File: src/rtl/port_bus_pkg.sv
// Shared definitions for the PicoBlaze-style port bus master: op encodings,
// FSM states and default bus widths.
package port_bus_pkg;

    localparam int unsigned PORT_W_DEF = 8;
    localparam int unsigned DATA_W_DEF = 8;

    localparam logic [1:0] OP_WR  = 2'b00;
    localparam logic [1:0] OP_WRK = 2'b01;
    localparam logic [1:0] OP_RD  = 2'b10;
    localparam logic [1:0] OP_RSV = 2'b11;

    typedef enum logic [1:0] {
        StIdle   = 2'd0,
        StSetup  = 2'd1,
        StStrobe = 2'd2,
        StIrqAck = 2'd3
    } state_e;

endpackage

File: src/rtl/port_cmd_fifo.sv
// Command FIFO for port_bus_master: DEPTH entries of WIDTH bits, show-ahead
// read, full/empty flags, active-low asynchronous reset.
module port_cmd_fifo #(
    parameter int unsigned WIDTH = 18,
    parameter int unsigned DEPTH = 4
) (
    input  logic             clk,
    input  logic             rst,
    input  logic             push,
    input  logic [WIDTH-1:0] din,
    input  logic             pop,
    output logic [WIDTH-1:0] dout,
    output logic             full,
    output logic             empty
);

    localparam int unsigned AW = $clog2(DEPTH);
    localparam logic [AW:0] FULL_COUNT = (AW + 1)'(DEPTH);

    logic [WIDTH-1:0] mem_q [DEPTH];
    logic [AW-1:0]    wr_ptr_q;
    logic [AW-1:0]    rd_ptr_q;
    logic [AW:0]      count_q;
    logic             do_push;
    logic             do_pop;

    assign do_push = push & ~full;
    assign do_pop  = pop & ~empty;

    always_ff @(posedge clk or negedge rst) begin
        if (!rst) begin
            wr_ptr_q <= '0;
            rd_ptr_q <= '0;
            count_q  <= '0;
        end else begin
            if (do_push) wr_ptr_q <= wr_ptr_q + 1'b1;
            if (do_pop)  rd_ptr_q <= rd_ptr_q + 1'b1;
            case ({do_push, do_pop})
                2'b10:   count_q <= count_q + 1'b1;
                2'b01:   count_q <= count_q - 1'b1;
                default: count_q <= count_q;
            endcase
        end
    end

    // Storage carries no reset; the pointers define what is valid.
    always_ff @(posedge clk) begin
        if (do_push) mem_q[wr_ptr_q] <= din;
    end

    assign dout  = mem_q[rd_ptr_q];
    assign full  = (count_q == FULL_COUNT);
    assign empty = (count_q == '0);

endmodule

File: src/rtl/port_bus_master.sv
// Autonomous kcpsm6-timed port bus initiator fed by a command FIFO.
// Optional interrupt acknowledge support: define PORT_BUS_MASTER_IRQ_EN.
module port_bus_master
    import port_bus_pkg::*;
#(
    parameter int unsigned PORT_W     = PORT_W_DEF,
    parameter int unsigned DATA_W     = DATA_W_DEF,
    parameter int unsigned FIFO_DEPTH = 4
) (
    input  logic              clk,
    input  logic              rst,
    input  logic              cmd_valid,
    output logic              cmd_ready,
    input  logic [1:0]        cmd_op,
    input  logic [PORT_W-1:0] cmd_port,
    input  logic [DATA_W-1:0] cmd_data,
    output logic              rsp_valid,
    output logic [DATA_W-1:0] rsp_data,
    output logic              busy,
    output logic [PORT_W-1:0] port_id,
    output logic [DATA_W-1:0] out_port,
    input  logic [DATA_W-1:0] in_port,
    output logic              write_strobe,
    output logic              k_write_strobe,
    output logic              read_strobe,
    input  logic              interrupt,
    output logic              interrupt_ack,
    output logic [7:0]        irq_count
);

    localparam int unsigned CMD_W = 2 + PORT_W + DATA_W;

    logic [CMD_W-1:0]  fifo_dout;
    logic              fifo_full;
    logic              fifo_empty;
    logic              fifo_pop;
    logic [1:0]        head_op;
    logic [PORT_W-1:0] head_port;
    logic [DATA_W-1:0] head_data;

    state_e            state_q, state_d;
    logic [1:0]        op_q, op_d;
    logic [PORT_W-1:0] port_id_q, port_id_d;
    logic [DATA_W-1:0] out_port_q, out_port_d;
    logic              rsp_valid_q, rsp_valid_d;
    logic [DATA_W-1:0] rsp_data_q, rsp_data_d;
    logic              try_pop;
    logic              irq_pending;

    // Held low while in reset so the bench/host never sees ready before release.
    assign cmd_ready = rst & ~fifo_full;

    port_cmd_fifo #(
        .WIDTH (CMD_W),
        .DEPTH (FIFO_DEPTH)
    ) u_fifo (
        .clk   (clk),
        .rst   (rst),
        .push  (cmd_valid & cmd_ready),
        .din   ({cmd_op, cmd_port, cmd_data}),
        .pop   (fifo_pop),
        .dout  (fifo_dout),
        .full  (fifo_full),
        .empty (fifo_empty)
    );

    assign head_op   = fifo_dout[CMD_W-1 -: 2];
    assign head_port = fifo_dout[DATA_W +: PORT_W];
    assign head_data = fifo_dout[DATA_W-1:0];

    always_comb begin
        state_d    = state_q;
        op_d       = op_q;
        port_id_d  = port_id_q;
        out_port_d = out_port_q;
        fifo_pop   = 1'b0;
        try_pop    = 1'b0;

        unique case (state_q)
            StIdle: begin
                if (irq_pending) state_d = StIrqAck;
                else             try_pop = 1'b1;
            end
            StSetup: state_d = StStrobe;
            StStrobe: begin
                if (irq_pending) begin
                    state_d = StIrqAck;
                end else begin
                    state_d = StIdle;
                    try_pop = 1'b1;
                end
            end
            StIrqAck: begin
                state_d = StIdle;
                try_pop = 1'b1;
            end
        endcase

        // Reserved ops are popped and dropped without touching the bus.
        if (try_pop && !fifo_empty) begin
            fifo_pop = 1'b1;
            if (head_op != OP_RSV) begin
                state_d   = StSetup;
                op_d      = head_op;
                port_id_d = head_port;
                if (head_op != OP_RD) out_port_d = head_data;
            end
        end
    end

    always_comb begin
        rsp_valid_d = (state_q == StStrobe) && (op_q == OP_RD);
        rsp_data_d  = rsp_valid_d ? in_port : rsp_data_q;
    end

    always_ff @(posedge clk or negedge rst) begin
        if (!rst) begin
            state_q     <= StIdle;
            op_q        <= OP_WR;
            port_id_q   <= '0;
            out_port_q  <= '0;
            rsp_valid_q <= 1'b0;
            rsp_data_q  <= '0;
        end else begin
            state_q     <= state_d;
            op_q        <= op_d;
            port_id_q   <= port_id_d;
            out_port_q  <= out_port_d;
            rsp_valid_q <= rsp_valid_d;
            rsp_data_q  <= rsp_data_d;
        end
    end

    // Strobes decode straight from state so an async reset drops them at once.
    assign write_strobe   = (state_q == StStrobe) && (op_q == OP_WR);
    assign k_write_strobe = (state_q == StStrobe) && (op_q == OP_WRK);
    assign read_strobe    = (state_q == StStrobe) && (op_q == OP_RD);

    assign port_id   = port_id_q;
    assign out_port  = out_port_q;
    assign rsp_valid = rsp_valid_q;
    assign rsp_data  = rsp_data_q;
    assign busy      = (state_q != StIdle) || !fifo_empty;

`ifdef PORT_BUS_MASTER_IRQ_EN
    logic       int_q;
    logic       irq_pending_q;
    logic [7:0] irq_count_q;

    // A new edge during IRQ_ACK wins over the clear.
    always_ff @(posedge clk or negedge rst) begin
        if (!rst) begin
            int_q         <= 1'b0;
            irq_pending_q <= 1'b0;
            irq_count_q   <= '0;
        end else begin
            int_q         <= interrupt;
            irq_pending_q <= (interrupt & ~int_q) | (irq_pending_q & (state_q != StIrqAck));
            if (state_q == StIrqAck) irq_count_q <= irq_count_q + 8'd1;
        end
    end

    assign irq_pending   = irq_pending_q;
    assign interrupt_ack = (state_q == StIrqAck);
    assign irq_count     = irq_count_q;
`else
    logic unused_interrupt;

    assign unused_interrupt = interrupt;
    assign irq_pending      = 1'b0;
    assign interrupt_ack    = 1'b0;
    assign irq_count        = '0;
`endif

endmodule

File: config.mk
export PLATFORM = sky130hd
export DESIGN_NAME = port_bus_master
export DESIGN_NICKNAME = d
export VERILOG_FILES = /design/src/rtl/port_bus_pkg.sv /design/src/rtl/port_cmd_fifo.sv /design/src/rtl/port_bus_master.sv
export SDC_FILE = /design/constraint.sdc
export NUM_CORES = 1
export LEC_CHECK = 0
export BUFFER_PORTS_ARGS = -buffer_cell sky130_fd_sc_hd__buf_2
export CAP_MARGIN = 15
export CORE_MARGIN = 5
export CORE_UTILIZATION = 30
export CTS_CLUSTER_DIAMETER = 50
export DETAILED_ROUTE_END_ITERATION = 6
export PLACE_DENSITY = 0.52
export SETUP_SLACK_MARGIN = 0.3
export SLEW_MARGIN = 10
export SYNTH_ARGS = -nofsm -noshare
export SYNTH_HDL_FRONTEND = slang
export SYNTH_SLANG_ARGS = --single-unit
File: constraint.sdc
create_clock -name clk -period 3 [get_ports clk]
set_clock_uncertainty 0.05 [all_clocks]
set_input_delay 0.6 -clock clk [delete_from_list [all_inputs] [get_ports clk]]
set_output_delay 0.6 -clock clk [all_outputs]
set_load 0.02 [all_outputs]
**Word level (Yosys, flattened, before mapping)**

Memories as Yosys holds them, arrays and structs flattened.
Cells that the tools add are included.

- Equal/unequal tests: 10
- Add/subtract/negate cells: 4
- Bitwise gates (word level): 6
- Reduce and logical (&&, ||, !) cells: 15
- Multiplexer cells: 8

Operators with widths:

| operator | number |
|---|---|
| 2-bit == test, second input constant | 4 |
| 2-bit by 1-bit == test with 1-bit output, second input constant | 3 |
| 2-bit case mux with 3 select lines | 1 |
| 3-bit case mux with 2 select lines | 1 |
| 2-bit by 1-bit adder with 2-bit output, second input constant | 2 |
| 1-bit AND | 4 |
| 1-bit logical AND | 4 |
| 2-bit zero test | 2 |
| 1-bit two-way mux | 4 |
| 2-bit two-way mux | 2 |
| 2-bit != test, second input constant | 2 |
| 2-bit nonzero test | 2 |
| 3-bit by 1-bit adder with 3-bit output, second input constant | 1 |
| 3-bit == test, second input constant | 1 |
| 3-bit zero test | 1 |
| 3-bit AND reduction | 1 |
| 3-bit OR reduction | 1 |
| 3-bit by 1-bit subtractor with 3-bit output, second input constant | 1 |
| 1-bit inverter | 2 |
| 2-bit AND reduction | 1 |
| 2-bit OR reduction | 1 |
| 1-bit zero test | 1 |
| 1-bit logical OR | 1 |

- Memories: 1
- Input port bits: 30
- Bits in writable memories: 72
- Bits in registers: 36
- Output and inout port bits: 39

Memories:

| name | depth | width | rd ports | clocked after Yosys merged registers in | wr ports | RTL line | RTL |
|---|---|---|---|---|---|---|---|
| u_fifo.mem_q | 4 | 18 | 1 | 0 | 1 | port_cmd_fifo.sv:20 | `logic [WIDTH-1:0] mem_q [DEPTH];` |

**Logic depth before layout (Yosys ltp)**

- Depth in word-level cells: 8
- Depth in mapped cells: 9
- Depth with buffers taken out: 9

**Modules after synthesis**

Synthesis repeated with hierarchy kept, for this count alone.

- Cells, all modules: 211
- Area, all modules: 4231.6 sq um

Modules (own cells, without submodules):

| module | area each (sq um) | cells an instance | times used | sequential area each (sq um) |
|---|---|---|---|---|
| port_cmd_fifo | 3021.6 | 132 | 1 | 2337.2 |
| port_bus_master | 1209.9 | 79 | 1 | 725.7 |

**Worst setup path after synthesis**

Ideal clock, no wire load.

- Path kind: flip-flop to flip-flop
- From: register u_fifo.count_q[0]
- To: register u_fifo.count_q[2]
- Stages on the path, launching flop included: 9
- Library setup time: 0.122 ns
- Arrival time: 1.915 ns
- Slack: 0.913 ns
- Path buffers: 0
- Cell sequence: dfrtp_1 -> nor3_1 -> nor2_1 -> ha_1 -> inv_1 -> fa_1 -> xor2_1 -> nor2_1 -> xnor2_1

- Cells in the longest elaborated chain, start to end: 7

Ends and longest elaborated chain:

| element | RTL line | RTL |
|---|---|---|
| start: declaration | port_cmd_fifo.sv:23 | `logic [AW:0] count_q;` |
| start signal: assignment | port_cmd_fifo.sv:39 | `2'b10: count_q <= count_q + 1'b1;` |
| start signal: assignment | port_cmd_fifo.sv:40 | `2'b01: count_q <= count_q - 1'b1;` |
| start signal: assignment | port_cmd_fifo.sv:41 | `default: count_q <= count_q;` |
| 3-bit zero test (*) | port_cmd_fifo.sv:53 | `assign empty = (count_q == '0);` |
| 1-bit zero test | port_bus_master.sv:100 | `if (try_pop && !fifo_empty) begin` |
| 1-bit logical AND | port_bus_master.sv:100 |  |
| 1-bit two-way mux | port_bus_master.sv:100 |  |
| 1-bit AND (*) | port_cmd_fifo.sv:28 | `assign do_pop = pop & ~empty;` |
| via u_fifo.do_pop | port_cmd_fifo.sv:25 | `logic do_pop;` |
| 2-bit by 1-bit == test with 1-bit output or 2-bit == test (tied branches) | port_cmd_fifo.sv:38 | `case ({do_push, do_pop})` |
| 3-bit case mux with 2 select lines or 2-bit nonzero test (tied branches) | - |  |

Mark *: on every way through the listed nets, which the timed path passes. The rest lies on a longest branch.
A chain may end at the register's enable or synchronous reset.

**Worst setup path in the final report**

- From: register u_fifo.rd_ptr_q[0]
- To: register port_id_q[1] (netlist: port_id[1])

- Cells in the longest elaborated chain, start to end: 3

Ends and longest elaborated chain:

| element | RTL line | RTL |
|---|---|---|
| start: declaration | port_cmd_fifo.sv:22 | `logic [AW-1:0] rd_ptr_q;` |
| start signal: assignment | port_cmd_fifo.sv:37 | `if (do_pop) rd_ptr_q <= rd_ptr_q + 1'b1;` |
| memory read 4 x 18 bit (*) | - |  |
| 2-bit != test | port_bus_master.sv:102 | `if (head_op != OP_RSV) begin` |
| 2-bit AND reduction (no line) | - |  |
| end signal: assignment | port_bus_master.sv:127 | `port_id_q <= port_id_d;` |
| end: declaration | port_bus_master.sv:43 | `logic [PORT_W-1:0] port_id_q, port_id_d;` |

Mark *: on every way between the ends. The rest lies on a longest branch, timed or not.

==> flow_summary.toml <==
[sta]
max_freq_mhz = 434
slew_viol_final = 0
setup_slack_ns = 0.695
setup_viol = 0
relSlewSlack = 0.574
finalCritPeriodShare = 0.768
hold_violations = 0
tns_ns = 0
hold_ws_ns = 0.297
min_period_ns = 2.31
grt_setup_unrepaired = "false"
tightest_slew_ns = 0.636

[place]
gp_congestion = 0.679
io_buffer_count = 58
post-dp-hpwl_um = 5220
place_ws_ns = 0.638

[logic_synthesis]
syn-cell-area_sq_um = 4210
async_reset_ff_frac = 0.333
yosysWarnings = 0
ys_seq_area_frac = 0.727
synth_edf_count = 72
netlist_instances = 208
synth_flop_cell = "edfxtp_1"
syn_avg_cell_area_sq_um = 20.3
synth_seq_cells = 108
synth_cell_types = 32

[detailed_routing]
wl_um = 7730
postRouteAntennaNets = 0
vias_per_cell = 4.40
vias = 2070
drt_iter0_drc = 47
wl_per_cell_um = 16.4
firstDrtPassIters = 4
route.detailed.drc = 0

[cts]
htree_num_levels = 3
cts_tree = "yes"
clock_latency_ns = 0.34
clockBufferDepth = 2
clock_sinks = 108
post_cts_buffers = 0
cts_root_buffer = "clkbuf_16"
cts-resized-gates = 0
cts_hold_buf = 0
clkTransAtPathRegs_ns = 0.07
cts-buffers-inserted = 9

[floorplanning]
die_area_sq_um = 16500
rows = 43
pin_count = 69
initial_utilization = 0.305
fp.dieH_um = 129
core_area_sq_um = 13800
dieWidth_um = 129

[worst_setup_path]
cp-start-kind = "flip-flop"
end_kind = "flip-flop"
crit_arrival_ns = 2.49
cp.required_ns = 3.18
path_class = "flip-flop to flip-flop"
worst-path-max-fanout = 9

[flow_run]
maxCapViolations = 0

[cells_and_area]
utilization = 0.366
drive_gt1_frac = 0.431
final_nets = 321
insertedDiodeCount = 0
area_growth_pct = 20.1

[global_routing]
grt-ovfl-total = 0
grt_first_pass_wirelength_um = 12200
grt_util_met2 = 0.166
globalRouteMet3Util = 0.0257
use_met1 = 0.120
antenna_found_initial = 0
track_usage = 0.0997
grt_pass1_vias = 2203
busiest_layer = "met2"
grt_max_degree = 38

[worst_hold_path]
worstHoldPathType = "input port to async pin"

[run_status]
status = "finished, final reports clean"

[power]
power_leakage_nw = 1.95
power_density_nw_per_um2 = 993
vdd_drop_max_mv = 0.362
finalPower_mw = 5.02
## where the power goes
part | switching, mW | internal (mW)
Combinational | 0.908 | 0.854
Clock | 0.537 | 0.571
Sequential | 0.190 | 1.96
Total | 1.63 | 3.39
## logic make-up (layout without fill, tap and decap cells)
kind of cell,Yosys count,in the layout,share of synthesized area
DFF,108,108,0.727
muxes,44,44,0.173
buffers and inverters,22,96,0.0294
and+or+nand+nor,16,16,0.0258
adders and majority gates,6,6,0.0196
xor gates and xnor gates,6,6,0.0125
AOI/OAI and AO/OA,5,5,0.0122
other,1,9,0.000890
## flip-flops by register name (all words and copies together), names as in the netlist
register         count
op_q                 2
out_port             8
port_id              8
rsp_data             8
rsp_valid            1
state_q              2
u_fifo.count_q       3
u_fifo.mem_q        72
u_fifo.rd_ptr_q      2
u_fifo.wr_ptr_q      2
## cell usage in the layout, fill, tap and decap left out, types with 4 or more instances in the layout
cell type  count
and2_1         4
buf_2         58
buf_4         13
clkbuf_16      9
conb_1         9
dfrtp_1       36
edfxtp_1      72
ha_1           5
inv_1          8
mux2_2        25
mux4_1         8
mux4_2        10
## worst paths after layout
| path | to | slack, ns | depth (start not counted) | from |
|---|---|---|---|---|
| setup / recovery | port_id[1]$_DFFE_PN0P_ | 0.69 | 3 | u_fifo.rd_ptr_q[0]$_DFFE_PN0P_ |
| hold / removal | rsp_data[7]$_DFFE_PN0P_ | 0.30 | 2 | rst |
| setup reg to reg | port_id[1]$_DFFE_PN0P_ | 0.69 | 3 | u_fifo.rd_ptr_q[0]$_DFFE_PN0P_ |
| hold reg to reg | out_port[3]$_DFFE_PN0P_ | 0.45 | 1 | out_port[3]$_DFFE_PN0P_ |
| max in group asynchronous | port_id[7]$_DFFE_PN0P_ | 2.24 | 2 | rst |
| min in group clk | u_fifo.mem_q[1][8]$_DFFE_PP_ | 0.41 | 1 | cmd_port[0] |
## synthesized netlist by cell type (3+ instances only)
library cell  instances  area, sq um
mux2_2               25          282
mux4_2               10          225
ha_1                  5         62.6
xor2_1                3         26.3
mux4_1                8          210
buf_4                 9         67.6
xnor2_1               3         26.3
nor2_1                3         11.3
edfxtp_1             72         2160
dfrtp_1              36          901
and2_1                4         25.0
clkbuf_1              3         11.3
inv_1                 8         30.0
## critical path, cell delays in order (launching register included)
cell and delay [ns]:
dfrtp_1 0.47, mux4_1 0.66, a211oi_4 0.60, mux2_2 0.41
## cell type report
cell class / instances / area [sq um]
Clock buffer: 10 / 229
Clock inverter: 6 / 50.0
Multi-Input combinational cell: 86 / 1060
Fill cell: 1298 / 8770
Timing Repair Buffer: 72 / 408
Sequential cell: 108 / 3060
Tap cell: 180 / 225
Inverter: 8 / 30.0
## metrics by stage
step	std cells	instance area [sq um]
2_1_floorplan	216	4240
3_3_place_gp	454	4780
3_5_place_dp	454	4780
4_1_cts	470	5060
5_1_grt	470	5060
6_report	470	5060
## routing by layer
metal / vias up / wire length [um]
met2: 57 / 3700
met5: - / 0
met4: 0 / 171
li1: 949 / -
met3: 14 / 451
met1: 1050 / 3410
(Power assumes the default switching activity.)
